## src/rtl/alu_pkg.sv

```systemverilog
// Shared ALU definitions: add/sub operation encoding and small decode helpers.
package alu_pkg;

    typedef enum logic [1:0] {
        OP_ADD  = 2'b00,
        OP_SUB  = 2'b01,
        OP_ADDC = 2'b10,
        OP_SUBB = 2'b11
    } add_sub_op_e;

    // Subtracting ops add the inverted B operand.
    function automatic logic op_is_sub(input add_sub_op_e op);
        return (op == OP_SUB) || (op == OP_SUBB);
    endfunction

endpackage

```

## src/rtl/add_sub_slice.sv

```systemverilog
// Combinational ripple slice: sum/carry of one WIDTH-bit chunk of the datapath.
module add_sub_slice #(
    parameter int WIDTH = 8
) (
    input  logic [WIDTH-1:0] a,
    input  logic [WIDTH-1:0] b_eff,
    input  logic             cin,
    output logic [WIDTH-1:0] sum,
    output logic             cout
);

    assign {cout, sum} = {1'b0, a} + {1'b0, b_eff} + {{WIDTH{1'b0}}, cin};

endmodule

```

## src/rtl/pipelined_add_sub.sv

```systemverilog
// Carry-pipelined adder/subtractor: each stage adds one WIDTH/STAGES slice, with
// a single global advance so the whole pipe shifts or holds together.
module pipelined_add_sub
    import alu_pkg::*;
#(
    parameter int WIDTH  = 32,
    parameter int STAGES = 4
) (
    input  logic             i_clk,
    input  logic             i_reset,
    input  logic             i_valid,
    output logic             o_ready,
    input  logic [WIDTH-1:0] i_a,
    input  logic [WIDTH-1:0] i_b,
    input  logic [1:0]       i_op,
    input  logic             i_cin,
    output logic             o_valid,
    input  logic             i_ready,
    output logic [WIDTH-1:0] o_result,
    output logic             o_c,
    output logic             o_v,
    output logic             o_z,
    output logic             o_n
);

    localparam int SW  = WIDTH / STAGES;
    localparam int FWD = (STAGES > 1) ? STAGES - 1 : 1;

    add_sub_op_e      op;
    logic [WIDTH-1:0] b_eff;
    logic             cin0;
    logic             adv;

    logic [STAGES-1:0] vld_q;

    // Intermediate stage registers (stage k feeds stage k+1).
    logic [WIDTH-1:0] a_q [FWD];
    logic [WIDTH-1:0] b_q [FWD];
    logic [WIDTH-1:0] r_q [FWD];
    logic             c_q [FWD];

    // Per-stage inputs: ports for stage 0, previous registers otherwise.
    logic [WIDTH-1:0] a_src [STAGES];
    logic [WIDTH-1:0] b_src [STAGES];
    logic [WIDTH-1:0] r_src [STAGES];
    logic             c_src [STAGES];

    logic [WIDTH-1:0] res_q;
    logic             c_out_q, v_q, z_q, n_q;

    assign op      = add_sub_op_e'(i_op);
    assign o_valid = vld_q[STAGES-1];
    assign adv     = !o_valid || i_ready;
    assign o_ready = adv;

    assign o_result = res_q;
    assign o_c      = c_out_q;
    assign o_v      = v_q;
    assign o_z      = z_q;
    assign o_n      = n_q;

    // NOTE: every variable gets a default before the case so no latch is inferred.
    always_comb begin
        b_eff = op_is_sub(op) ? ~i_b : i_b;
        cin0  = 1'b0;
        case (op)
            OP_SUB:  cin0 = 1'b1;
            OP_ADDC: cin0 = i_cin;
            OP_SUBB: cin0 = ~i_cin;
            default: cin0 = 1'b0;
        endcase
    end

    // NOTE: sequential state uses non-blocking assignments so all stages shift in lockstep.
    always_ff @(posedge i_clk) begin
        if (i_reset) begin
            vld_q <= '0;
        end else if (adv) begin
            for (int k = STAGES - 1; k > 0; k--) begin
                vld_q[k] <= vld_q[k-1];
            end
            vld_q[0] <= i_valid;
        end
    end

    for (genvar k = 0; k < STAGES; k++) begin : g_stage
        logic [SW-1:0]    sum;
        logic             cout;
        logic [WIDTH-1:0] r_next;

        if (k == 0) begin : g_src_in
            assign a_src[k] = i_a;
            assign b_src[k] = b_eff;
            assign r_src[k] = '0;
            assign c_src[k] = cin0;
        end else begin : g_src_reg
            assign a_src[k] = a_q[k-1];
            assign b_src[k] = b_q[k-1];
            assign r_src[k] = r_q[k-1];
            assign c_src[k] = c_q[k-1];
        end

        add_sub_slice #(.WIDTH(SW)) u_slice (
            .a     (a_src[k][k*SW +: SW]),
            .b_eff (b_src[k][k*SW +: SW]),
            .cin   (c_src[k]),
            .sum   (sum),
            .cout  (cout)
        );

        always_comb begin
            r_next             = r_src[k];
            r_next[k*SW +: SW] = sum;
        end

        if (k < STAGES - 1) begin : g_fwd
            // NOTE: datapath registers are not reset; the cleared valid bits make their contents don't-care.
            always_ff @(posedge i_clk) begin
                if (adv) begin
                    a_q[k] <= a_src[k];
                    b_q[k] <= b_src[k];
                    r_q[k] <= r_next;
                    c_q[k] <= cout;
                end
            end
        end else begin : g_out
            // Flags are registered so they read 0 under reset rather than decoding a zero result.
            always_ff @(posedge i_clk) begin
                if (i_reset) begin
                    res_q   <= '0;
                    c_out_q <= 1'b0;
                    v_q     <= 1'b0;
                    z_q     <= 1'b0;
                    n_q     <= 1'b0;
                end else if (adv) begin
                    res_q   <= r_next;
                    c_out_q <= cout;
                    v_q     <= (a_src[k][WIDTH-1] == b_src[k][WIDTH-1]) &&
                               (r_next[WIDTH-1] != a_src[k][WIDTH-1]);
                    z_q     <= (r_next == '0);
                    n_q     <= r_next[WIDTH-1];
                end
            end
        end
    end

endmodule
```

## config.mk

```make
export PLATFORM = sky130hd
export DESIGN_NAME = pipelined_add_sub
export DESIGN_NICKNAME = d
export VERILOG_FILES = /design/src/rtl/alu_pkg.sv /design/src/rtl/add_sub_slice.sv /design/src/rtl/pipelined_add_sub.sv
export SDC_FILE = /design/constraint.sdc
export NUM_CORES = 1
export LEC_CHECK = 0
export CAP_MARGIN = 20
export CELL_PAD_IN_SITES_DETAIL_PLACEMENT = 1
export CELL_PAD_IN_SITES_GLOBAL_PLACEMENT = 2
export CORE_UTILIZATION = 38
export DETAILED_ROUTE_END_ITERATION = 10
export GPL_TIMING_DRIVEN = 0
export PLACE_DENSITY_LB_ADDON = 0.1
export SLEW_MARGIN = 0
export SYNTH_ARGS = -nofsm -noshare
export SYNTH_HDL_FRONTEND = slang
export SYNTH_SLANG_ARGS = --single-unit
```

## constraint.sdc

```tcl
create_clock -name i_clk -period 7.8 [get_ports i_clk]
set_input_delay 1.17 -clock i_clk [delete_from_list [all_inputs] [get_ports i_clk]]
set_output_delay 1.17 -clock i_clk [all_outputs]
set_load 0.02 [all_outputs]
```

Word level (Yosys, flattened, before mapping). Memory sizes are Yosys's and may differ from the RTL's. Cells that the tools add are included.

Bits in writable memories: 291. Output and inout bits: 38. Bits in registers: 40. Logic and storage cells: 34. Memories kept: 4.

Memory list: a_q (depth 3, width 32, rd ports 3, clocked after memory_dff 0, wr ports 3, line pipelined_add_sub.sv:37) `logic [WIDTH-1:0] a_q [FWD];`; b_q (depth 3, width 32, rd ports 3, clocked after memory_dff 0, wr ports 3, line pipelined_add_sub.sv:38) `logic [WIDTH-1:0] b_q [FWD];`; r_q (depth 3, width 32, rd ports 3, clocked after memory_dff 0, wr ports 3, line pipelined_add_sub.sv:39) `logic [WIDTH-1:0] r_q [FWD];`; c_q (depth 3, width 1, rd ports 3, clocked after memory_dff 0, wr ports 3, line pipelined_add_sub.sv:40) `logic c_q [FWD];`.

$add $sub $neg: 8. Reduce and logical (&&, ||, !) cells: 5. Equal/unequal tests: 5. Bitwise operators: 2. Mux-type cells: 4.

Operators by type and width (number): adder 8 x 8 -> 9 bit (4); adder 9 x 1 -> 9 bit (4); zero test 32 bit (1); two-way mux 32 bit (1); NOT 32 bit (1); == test 2 bit (second input constant) (2); one-hot mux 1 bit (3 select lines) (1); == test 2 x 1 -> 1 bit (second input constant) (1); logical OR 1 bit (2); two-way mux 1 bit (2); == test 1 bit (1); logical AND 1 bit (1); zero test 1 bit (1); != test 1 bit (1); NOT 1 bit (1).

Logic depth before layout (Yosys ltp). Gate-level depths: netlist (run 1).

Depth in word-level cells: 5. Depth in mapped cells: 11. Mapped depth without buffers: 10.

Hierarchy. Synthesis (run 1) repeated with hierarchy kept, for this count alone.

Cell total of the unflattened synthesis: 531. Area, all modules: 7511.0 sq um.

By module, submodules not included: pipelined_add_sub (cells each 367, times used 1, area each 6184.7 sq um); add_sub_slice (g_stage[0].u_slice ...) (cells each 40, times used 2, area each 331.6 sq um); add_sub_slice (g_stage[2].u_slice ...) (cells each 42, times used 2, area each 331.6 sq um).

Least setup slack after synthesis (run 1). Ideal clock, no wire load.

Path type: input-to-output. Start: input i_ready. End: output o_ready. Stages: 3. Path slack: 0.987 ns. Required time: 6.630 ns. Arrival time: 5.643 ns. Cell sequence: nor2b_1 > inv_1 > clkbuf_1.

Word-level cells in the longest chain between the ends: 1.

RTL lines: start: declaration (line pipelined_add_sub.sv:18) `input logic i_ready,`; logical OR 1 bit (line pipelined_add_sub.sv:53) `assign adv = !o_valid || i_ready;`; end: declaration (line pipelined_add_sub.sv:12) `output logic o_ready,`.

No other way between the ends.

Worst setup path after layout (run 1). Same ends and word-level chain as after synthesis.

==> impl_metrics.yaml, run 1 <==
status:
  outcome: "complete, no violations"
route:
  routed_wirelength_um: 13300
  vias: 4124
  ant_nets: 0
  initialDrtViolationCount: 182
  drc: 0
  viasPerCell: 4.50
  wl_per_cell_um: 14.5
  first_pass_iters: 4
timing:
  fmaxAchievable_mhz: 209
  period_share_pct: 61.4
  finClkSkew_ps: 5.38
  rsz0062_at_grt: "false"
  slew_violations: 0
  finalHoldViolCount: 0
  setup_violations: 0
  fin_tns_setup_ps: 0
  min_period_ps: 4790
  tightestPinTransition_ps: 478
  maxSlewHeadroom_pct: 68.1
clocking:
  cts_hold_buffers: 0
  cts_resized: 0
  cts_buffer_depth: 2
  cts_setup_buffers: 0
  root_buffer: "clkbuf_16"
  htree_levels: 4
  cts.sinks: 186
  cts_buffers: 17
  cts_tree: "built"
  clkLatencyLatePin_ps: 420
  path_clk_slew_ps: 60
grt:
  grt_use_total_pct: 14.6
  grt_max_degree: 70
  grt_pass1_wl_um: 21900
  antenna_found_initial: 0
  grt_overflow_total: 0
  grt_pass1_vias: 4384
yosys:
  synth-async-reset-ratio_pct: 0
  ys_seq_elements: 186
  synth.distinct_cells: 35
  syn_inst: 518
  synth_top_flop_cell: "edfxtp_1"
  syn_avg_cell_area_um2: 14.2
  netlist_top_cells_count: "edfxtp_1 (147), nand2_1 (78), a21oi_1 (52)"
  yosys_warnings: 0
  syn_area_um2: 7360
  syn-num-nets: 625
  synth_top_area_share_pct: 60.0
  yosysMostFrequentCell: "edfxtp_1"
  yosys.area.top_type: "edfxtp_1"
  yosysSeqAreaShare_pct: 70.6
  synth_edf_count: 147
  netlist_top_cells_area: "edfxtp_1 (60%), dfxtp_1 (11%), ha_1 (4.8%)"
power:
  peakVddDrop_v: 0.000161
  p_int_mw: 1.94
  seqPwrFrac_pct: 52.2
  combPwrFrac_pct: 16.2
  power_mw: 2.59
  net-switching-power_mw: 0.645
  clockPowerShare_pct: 31.6
  leakagePower_nw: 3.60
  pwr_density_cell_nw_per_um2: 276
  switching_share_pct: 24.9
worst_setup_path:
  cp.required_ps: 6630
  cpLargestDelayFamily: "buffers and inverters"
  path_class: "in -> out"
  cp-start-kind: "input port"
  cp.arrival_ps: 3620
  cpPeakStageDelay_ps: 670
  path_cells: "clkdlybuf4s50_1 -> nor2b_1 -> inv_1 -> clkbuf_4 -> buf_16 -> buf_16 -> clkdlybuf4s50_1"
  crit_path_end_kind: "output port"
  cp_num_buf_inv: 6
  critPathSlowestCell: "clkdlybuf4s50_1"
  worstPathMaxFanout: 69
finish:
  syn_to_final_growth_pct: 27.3
  drive_above_1_share_pct: 7.15
  nNetsFinal: 753
  fin_cells: 917
  n_antenna_cell: 0
  fillers: 1881
placed_design:
  place_congestion: 0.769
  placedCellCount: 887
  port_buffers: 107
  dp_hpwl_um: 10100
floorplan:
  die_w_um: 141
  start_util_pct: 39.1
  die_h_um: 141
  rows: 50
  pin_count: 109
  die_area_um2: 19900
  core_um2: 18800
run:
  cap_violations: 0
min_path:
  hold_class: "reg -> reg"
[metrics by stage]
stage          util, %  instance area [um2]  hold slack, ps  setup WS, ps
5_1_grt           49.8                 9370             425          2850
2_1_floorplan        -                 7360             400           987
3_3_place_gp      46.5                 8760             400         -2420
6_report          49.8                 9370             419          3010
3_5_place_dp      46.8                 8820             406          2960
4_1_cts           49.8                 9370             421          2950
[sequential cells by signal, summed over array words and instances, names as in the netlist]
signal    flops
o_result     32
o_c           1
b_q          48
r_q          48
o_v           1
vld_q         4
a_q          48
o_z           1
c_q           3
[placed cells by master, fill, tap and decap left out, types with 2 or more instances in the layout]
cell type and n:
a211oi_1 3, a21boi_0 2, a21o_1 4, a21oi_1 52
buf_16 2, buf_2 8, bufinv_16 2, clkbuf_1 7
clkbuf_16 17, clkdlybuf4s50_1 107, clkinv_1 2, clkinv_2 2
clkinv_4 2, clkinvlp_4 3, dfxtp_1 39, edfxtp_1 147
fa_1 8, ha_1 28, inv_1 19, nand2_1 78
nand3_1 2, nor2_1 14, nor2b_1 6, nor3_1 6
nor4_1 5, o21ai_0 12, o21ai_2 2, o21bai_1 4
or3_1 4, xnor2_1 17, xor2_1 39
[per-layer routing]
| layer | vias to the layer above | share of wire [%] | global-route usage [%] |
|---|---|---|---|
| li1 | 2090 | - | - |
| met2 | 90 | 48 | 23.8 |
| met4 | 0 | 1.4 | 6.01 |
| met3 | 13 | 3.9 | 3.46 |
| met1 | 1931 | 47 | 18.7 |
| met5 | - | 0 | 0 |
[cells by family (layout without fill, tap and decap cells)]
family	Yosys count	in the layout	synth area share, %
buf+inv	36	175	2.02
fa+ha+maj	36	36	6.94
xor+xnor	56	56	6.66
simple gates	119	119	7.02
flops	186	186	70.6
compound gates	85	85	6.78
[power by group through the flow]
stage / clock (mW) / combinational [mW] / sequential (mW)
after floorplan: 0 / 0.208 / 1.38
after global placement: 0 / 0.415 / 1.37
after detailed placement: 0 / 0.424 / 1.38
after CTS: 0.836 / 0.427 / 1.35
after global routing: 0.875 / 0.468 / 1.37
final: 0.819 / 0.419 / 1.35
[area by class of cell]
class | count | area (um2) | area share [%]
Clock inverter | 12 | 126 | 1.35
Inverter | 19 | 71.3 | 0.761
Tap cell | 260 | 325 | 3.47
Buffer | 17 | 81.3 | 0.868
Clock buffer | 18 | 429 | 4.58
Multi-Input combinational cell | 296 | 2020 | 21.5
Timing Repair Buffer | 109 | 1130 | 12.0
Sequential cell | 186 | 5190 | 55.4
[worst paths after layout]
kind	end	slack, ps	cells after the start	from
worst max-delay path	o_ready	3010	7	i_ready
worst min-delay path	a_q[0][50]	420	0	a_q[0][18]
worst max register to register	o_z	5240	7	a_q[0][88]
worst min register to register	a_q[0][50]	420	0	a_q[0][18]
Power figures use the tool's default switching activity.
==> run 2: changes to the inputs <==
==> constraint.sdc (replaced) <==
create_clock -name i_clk -period 4.71 [get_ports i_clk]
set_input_delay 0.7065 -clock i_clk [delete_from_list [all_inputs] [get_ports i_clk]]
set_output_delay 0.7065 -clock i_clk [all_outputs]
set_load 0.02 [all_outputs]
==> run 2 against run 1 <==
Flip-flop and latch count unchanged; sequential power increased by 65%; die area unchanged; critical path depth decreased by 1; register-to-register slack got worse by 3100 ps; largest power group unchanged; critical path type unchanged; global-route usage decreased by 0.44 points.
==> impl_metrics.yaml, run 2 (synthesized netlist as in run 1, its figures left out) <==
timing:
  setup_violations: 0
  finClkSkew_ps: 10.3
  rsz0062_at_grt: "false"
  min_period_ps: 3790
  timing.hold.ws_ps: 419
  maxSlewHeadroom_pct: 53.2
  slew_violations: 0
  period_share_pct: 80.5
  finalHoldViolCount: 0
  fin_ws_ps: 919
  fin_tns_setup_ps: 0
  fmaxAchievable_mhz: 264
  tightestPinTransition_ps: 702
route:
  initialDrtViolationCount: 209
  ant_nets: 0
  first_pass_iters: 4
  viasPerCell: 4.49
  drc: 0
  routed_wirelength_um: 13000
  wl_per_cell_um: 14.2
  vias: 4126
placed_design:
  placedCellCount: 886
  post-place-ws_ps: 888
  dp_hpwl_um: 9780
  port_buffers: 107
  place_congestion: 0.762
power:
  pwr_density_cell_nw_per_um2: 448
  peakVddDrop_v: 0.000268
  leakagePower_nw: 3.56
clocking:
  htree_levels: 4
  clkLatencyLatePin_ps: 420
  path_clk_slew_ps: 60
  cts_hold_buffers: 0
  cts_tree: "built"
  cts_buffer_depth: 2
  root_buffer: "clkbuf_16"
  cts_resized: 0
  cts_setup_buffers: 0
  cts_buffers: 17
  cts.sinks: 186
floorplan:
  die_w_um: 141
  rows: 50
  start_util_pct: 39.1
  pin_count: 109
  core_um2: 18800
  die_h_um: 141
  die_area_um2: 19900
finish:
  nNetsFinal: 752
  layout_common_cells: "edfxtp_1 (147), clkdlybuf4s50_1 (107), nand2_1 (78)"
  fin_cells: 918
  final_common_cell: "edfxtp_1"
  top_regs: "a_q: 48 flops, b_q: 48 flops, r_q: 48 flops"
  multi_input_area_um2: 2020
  seqCellArea_um2: 5190
  fillers: 1899
  n_antenna_cell: 0
  drive_above_1_share_pct: 7.14
  syn_to_final_growth_pct: 26.4
worst_setup_path:
  cp.arrival_ps: 3080
  crit_top_cell: "clkdlybuf4s50_1"
  path_cells: "clkdlybuf4s50_1 -> nor2b_1 -> inv_1 -> clkbuf_8 -> buf_16 -> clkdlybuf4s50_1"
  path_class: "in -> out"
  crit_path_end_kind: "output port"
  critPathSlowestCell: "clkdlybuf4s50_1"
  cpPeakStageDelay_ps: 600
  worstPathMaxFanout: 89
  cp.required_ps: 4000
  cp-start-kind: "input port"
grt:
  antenna_found_initial: 0
  grt_use_total_pct: 14.2
  grt_pass1_wl_um: 21400
  grt_pass1_vias: 4258
  grt_max_degree: 90
  grt_overflow_total: 0
status:
  outcome: "complete, no violations"
min_path:
  hold_class: "reg -> reg"
run:
  cap_violations: 0
run 2: cell types whose count changed in the layout (fill, tap and decap cells not counted), sizes merged:
| cell | change |
|---|---|
| buf | -1 |
| bufinv | -2 |
| clkbuf | +1 |
| clkinvlp | +3 |
run 2: area by class of cell:
type | instances | share of cell area [%]
Sequential cell | 186 | 55.8
Clock inverter | 13 | 0.860
Tap cell | 260 | 3.50
Buffer | 17 | 0.941
Clock buffer | 19 | 4.65
Timing Repair Buffer | 108 | 11.8
Multi-Input combinational cell | 296 | 21.7
Inverter | 19 | 0.766
run 2: routing by layer:
| layer | track usage [%] | vias up | part of all wire (%) |
|---|---|---|---|
| met1 | 18.9 | 1925 | 48 |
| met4 | 5.38 | 0 | 1.3 |
| met3 | 3.97 | 14 | 4.5 |
| li1 | - | 2094 | - |
| met5 | 0 | - | 0 |
| met2 | 22.1 | 93 | 47 |
run 2: worst max-delay path, delay by kind of cell:
family	cells	cell delay (ps)
AND/OR/NAND/NOR	1	390
buffers and inverters	5	1910
run 2: worst paths after layout:
path | start | end | slack, ps | cells past startpoint
worst max-delay path | i_ready | o_ready | 920 | 6
worst min-delay path | a_q[0][58] | a_q[0][90] | 420 | 0
worst max register to register | a_q[0][88] | o_z | 2190 | 8
worst min register to register | a_q[0][58] | a_q[0][90] | 420 | 0
run 2: per-stage QoR:
step / cell area [um2] / util (%) / total power [mW]
after global placement: 8760 / 46.5 / 2.95
after global routing: 9310 / 49.4 / 4.39
final: 9310 / 49.4 / 4.17
after CTS: 9310 / 49.4 / 4.23
after floorplan: 7360 / - / 2.64
after detailed placement: 8790 / 46.7 / 2.98
run 2: where the power goes:
group | leakage, nW | switching [mW] | internal [mW]
registers | 1.88 | 0.129 | 2.10
logic | 1.45 | 0.354 | 0.341
clock network | 0.236 | 0.571 | 0.666
total | 3.56 | 1.05 | 3.11
